===== src/rtl/debounce_multi.sv =====
// debounce_multi: N-channel input debouncer with independent 4-state FSM per channel.
// Latency: y/rise/fall commit thr+2 enabled samples after a level change (+2 clk with DEBOUNCE_SYNC_EN).
// Flow: en is a sample strobe, no backpressure; optional 2-flop synchroniser under `DEBOUNCE_SYNC_EN.
module debounce_multi #(
  parameter int N  = 4,
  parameter int CW = 4
) (
  input  logic          clk,
  input  logic          rst,
  input  logic          en,
  input  logic [CW-1:0] thr,
  input  logic [N-1:0]  din,
  output logic [N-1:0]  y,
  output logic [N-1:0]  rise,
  output logic [N-1:0]  fall
);

  typedef enum logic [1:0] {
    S0 = 2'b00,  // stable 0
    T1 = 2'b01,  // tentative 1
    S1 = 2'b10,  // stable 1
    T0 = 2'b11   // tentative 0
  } state_t;

  // Value the FSMs actually sample
  logic [N-1:0] din_s;

`ifdef DEBOUNCE_SYNC_EN
  logic [N-1:0] sync_a;
  logic [N-1:0] sync_b;

  // Two-flop synchroniser, free-running on every clk so en does not stretch metastability settling
  always_ff @(posedge clk or posedge rst) begin
    if (rst) begin
      sync_a <= '0;
      sync_b <= '0;
    end else begin
      sync_a <= din;
      sync_b <= sync_a;
    end
  end

  assign din_s = sync_b;
`else
  assign din_s = din;
`endif

  for (genvar k = 0; k < N; k++) begin : g_ch
    state_t        st;
    logic [CW-1:0] cnt;

    // Per-channel filter: counter only runs in tentative states and is bounded by thr, so it never wraps
    always_ff @(posedge clk or posedge rst) begin
      if (rst) begin
        st      <= S0;
        cnt     <= '0;
        y[k]    <= 1'b0;
        rise[k] <= 1'b0;
        fall[k] <= 1'b0;
      end else begin
        rise[k] <= 1'b0;
        fall[k] <= 1'b0;
        if (en) begin
          case (st)
            S0: begin
              cnt <= '0;
              if (din_s[k]) st <= T1;
            end
            T1: begin
              if (!din_s[k]) begin
                st  <= S0;
                cnt <= '0;
              end else if (cnt >= thr) begin
                // >= so a threshold lowered below the running count commits at once
                st      <= S1;
                cnt     <= '0;
                y[k]    <= 1'b1;
                rise[k] <= 1'b1;
              end else begin
                cnt <= cnt + 1'b1;
              end
            end
            S1: begin
              cnt <= '0;
              if (!din_s[k]) st <= T0;
            end
            T0: begin
              if (din_s[k]) begin
                st  <= S1;
                cnt <= '0;
              end else if (cnt >= thr) begin
                st      <= S0;
                cnt     <= '0;
                y[k]    <= 1'b0;
                fall[k] <= 1'b1;
              end else begin
                cnt <= cnt + 1'b1;
              end
            end
            default: begin
              st  <= S0;
              cnt <= '0;
            end
          endcase
        end
      end
    end
  end

endmodule


===== config.mk =====
export PLATFORM = sky130hd
export DESIGN_NAME = debounce_multi
export DESIGN_NICKNAME = d
export VERILOG_FILES = /design/src/rtl/debounce_multi.sv
export SDC_FILE = /design/constraint.sdc
export NUM_CORES = 1
export LEC_CHECK = 0
export CORE_UTILIZATION = 55
export CTS_CLUSTER_SIZE = 10
export DETAILED_ROUTE_END_ITERATION = 10
export GPL_ROUTABILITY_DRIVEN = 0
export PLACE_DENSITY = 0.75
export RECOVER_POWER = 100
export SYNTH_ARGS = -nofsm -noshare
export SYNTH_HDL_FRONTEND = slang
export SYNTH_SLANG_ARGS = --single-unit

===== constraint.sdc =====
create_clock -name clk -period 2 [get_ports clk]
set_input_delay 0.4 -clock clk [delete_from_list [all_inputs] [get_ports clk]]
set_output_delay 0.4 -clock clk [all_outputs]
set_load 0.01 [all_outputs]

==> reports/results.ini <==
[hold_path]
hp-class=reg -> reg
min_path_cells=1

[sta]
tns_ns=0
fin_crit_ns=1.96
finClkSkew_ns=0.00464
max_freq_ghz=0.510
worst_pin_slew_ns=0.884
final_max_slew_viol_count=0
min_period_over_period=0.980
rsz0062_at_grt=true
hold_viol_final=0
relSlewSlack=0.411
setup_viol=0

[critical_path]
cp_max_fo=4
cp-endpoint=y[3]
end_kind=register
crit_arrival_ns=2.13
r2r_setup_slack_ns=0.10
path_class=in -> reg
r2r_cells=6
r2r-start=g_ch[1].cnt[0]
setup.worst_path.start=thr[2]
crit_path_start_kind=input port
worstPathRequired_ns=2.17

[synthesis]
syn_inst=189
synth_async_sr_flop_share=1.00
synth-edff-count=0
netlist_area_mm2=0.00204
ys_seq_elements=36
netlist.area_leader.share=0.441
yosysWarningCount=0
syn_nets=220
yosys_most_used_dff=dfrtp_1
ys_types=48
synth_area_leaders=dfrtp_1 (44%), ha_1 (12%), mux2_2 (3.3%)
synth_seq_area_share=0.441
postSynthAreaPerCell_um2=10.8
synth_top_area_cell=dfrtp_1

[placement]
io_buffers=22
dp_hpwl_mm=2.97
placed_cells=266

[global_routing]
grt_max_degree=41
grt_usage=0.237
overflow=0
grt_pass1_wl_mm=7.21
grt_pass1_vias=1709
antenna_found_initial=0

[die]
ioPinCount=23
rows=21
die_area_mm2=0.00397
die_w_um=63.0
initial_utilization=0.594
die_h_um=63.0
core-area_mm2=0.00344

[run_status]
status=finished, final reports clean

[final_layout]
instances_no_fill=275
layout_commonest_cell=dfrtp_1
final_nets=260
area_growth_pct=23.3
mostFrequentLayoutCells=dfrtp_1 (36), ha_1 (20), nand2_1 (14)
drive_gt1_frac=0.179
n_antenna_cell=0

[clock_tree]
cts_hold_buf=0
clock_latency_ns=0.28
clkTransAtPathRegs_ns=0.07
cts_buffers=5
clock-sinks=36
h-tree-depth=2
cts_tree=done
cts_buffer_depth=2
root_buffer=clkbuf_8

[routing]
drtIter0Drc=79
ant_nets=0
drc=0
viasPerCell=5.88
drt-met1-wl_mm=1.76
route.top_layer_used=met4
met3_length_um=149
dr_total_vias=1617
wire_per_inst_um=14.9
drt_wl_total_mm=4.09
dr.pass1.iters=4
met2_length_mm=2.08

[power_and_ir_drop]
p_leak_nw=1.28
ir_worst_vdd_mv=0.573
power.density_mw_per_mm2=940

[job]
drv_cap=0

-- how the worst min path moves through the flow --
stage          slack (ns)       to  startpoint
3_3_place_gp         0.50  rise[3]    register
4_1_cts              0.52  rise[3]    register
5_1_grt              0.54     y[2]        y[2]
6_report             0.51     y[2]        y[2]
2_1_floorplan        0.47  fall[2]      din[2]
3_5_place_dp         0.51  rise[3]    register
-- synth_stat cells (2+ instances only) --
cell and count:
nand3_1 6, nand2b_1 2, nor2b_1 2, nor4_1 3, a32o_1 2, o31ai_1 4
mux2_2 6, a211oi_1 2, xor2_1 6, o32ai_1 2, nor3b_1 6, a21oi_1 10
a41o_1 2, dfrtp_1 36, buf_2 2, inv_1 15, a21o_1 6, nor2_1 4
o211ai_1 5, nand2_1 14, ha_1 20, buf_1 2, o21ai_2 2, or3_1 2
nor3_1 4, o221a_2 2
-- power breakdown --
part | switching [mW] | internal, mW
Clock | 0.241 | 0.237
Combinational | 0.402 | 0.428
Sequential | 0.186 | 0.875
Total | 0.828 | 1.54
-- what timing repair did --
action / CTS / global route
pin swaps: 3 / 6
gates resized for setup: 3 / 4
setup buffers: 2 / 0
endpoints found under the setup margin: 10 / 16
-- critical path, cell delays in order --
cell and delay (ns):
clkdlybuf4s50_1 0.47, inv_1 0.11, ha_1 0.30, o211ai_1 0.10, o21ai_2 0.24, nand3_1 0.14
buf_4 0.16, o221a_2 0.21
-- layout make-up --
type	instances	area (um2)
multi-input cells	134	1080
fillers	243	922
flip-flops and latches	36	901
repair buffers	37	345
clock buffers	6	72.6
well taps	46	57.6
inverters	15	56.3
clock inverters	1	5.00
-- per-layer routing --
layer	track usage	vias up
li1	-	786
met1	0.266	789
met2	0.409	33
met3	0.0712	9
met4	0.108	0
met5	0	-
-- cell families after synthesis --
logic type               count (synthesis)  share of synthesized area
AND/OR/NAND/NOR                         51                      0.140
XOR/XNOR                                 7                     0.0300
multiplexers                             8                     0.0453
buffers and inverters                   19                     0.0361
flip-flops                              36                      0.441
adder cells (fa/ha/maj)                 20                      0.122
AO/OA/AOI/OAI                           48                      0.185
-- metrics by stage --
stage          hold WS (ns)  cell area, um2  total power, mW  utilization  setup slack [ns]
4_1_cts               0.519            2520             2.39        0.731          -0.00665
2_1_floorplan         0.470            2040             1.59            -             0.200
3_3_place_gp          0.495            2410             1.80        0.702            -0.310
5_1_grt               0.541            2520             2.54        0.732          -0.00873
6_report              0.514            2520             2.37        0.732            0.0409
3_5_place_dp          0.507            2410             1.87        0.702            -0.366
Note: power is estimated with default switching activity, not from simulation.
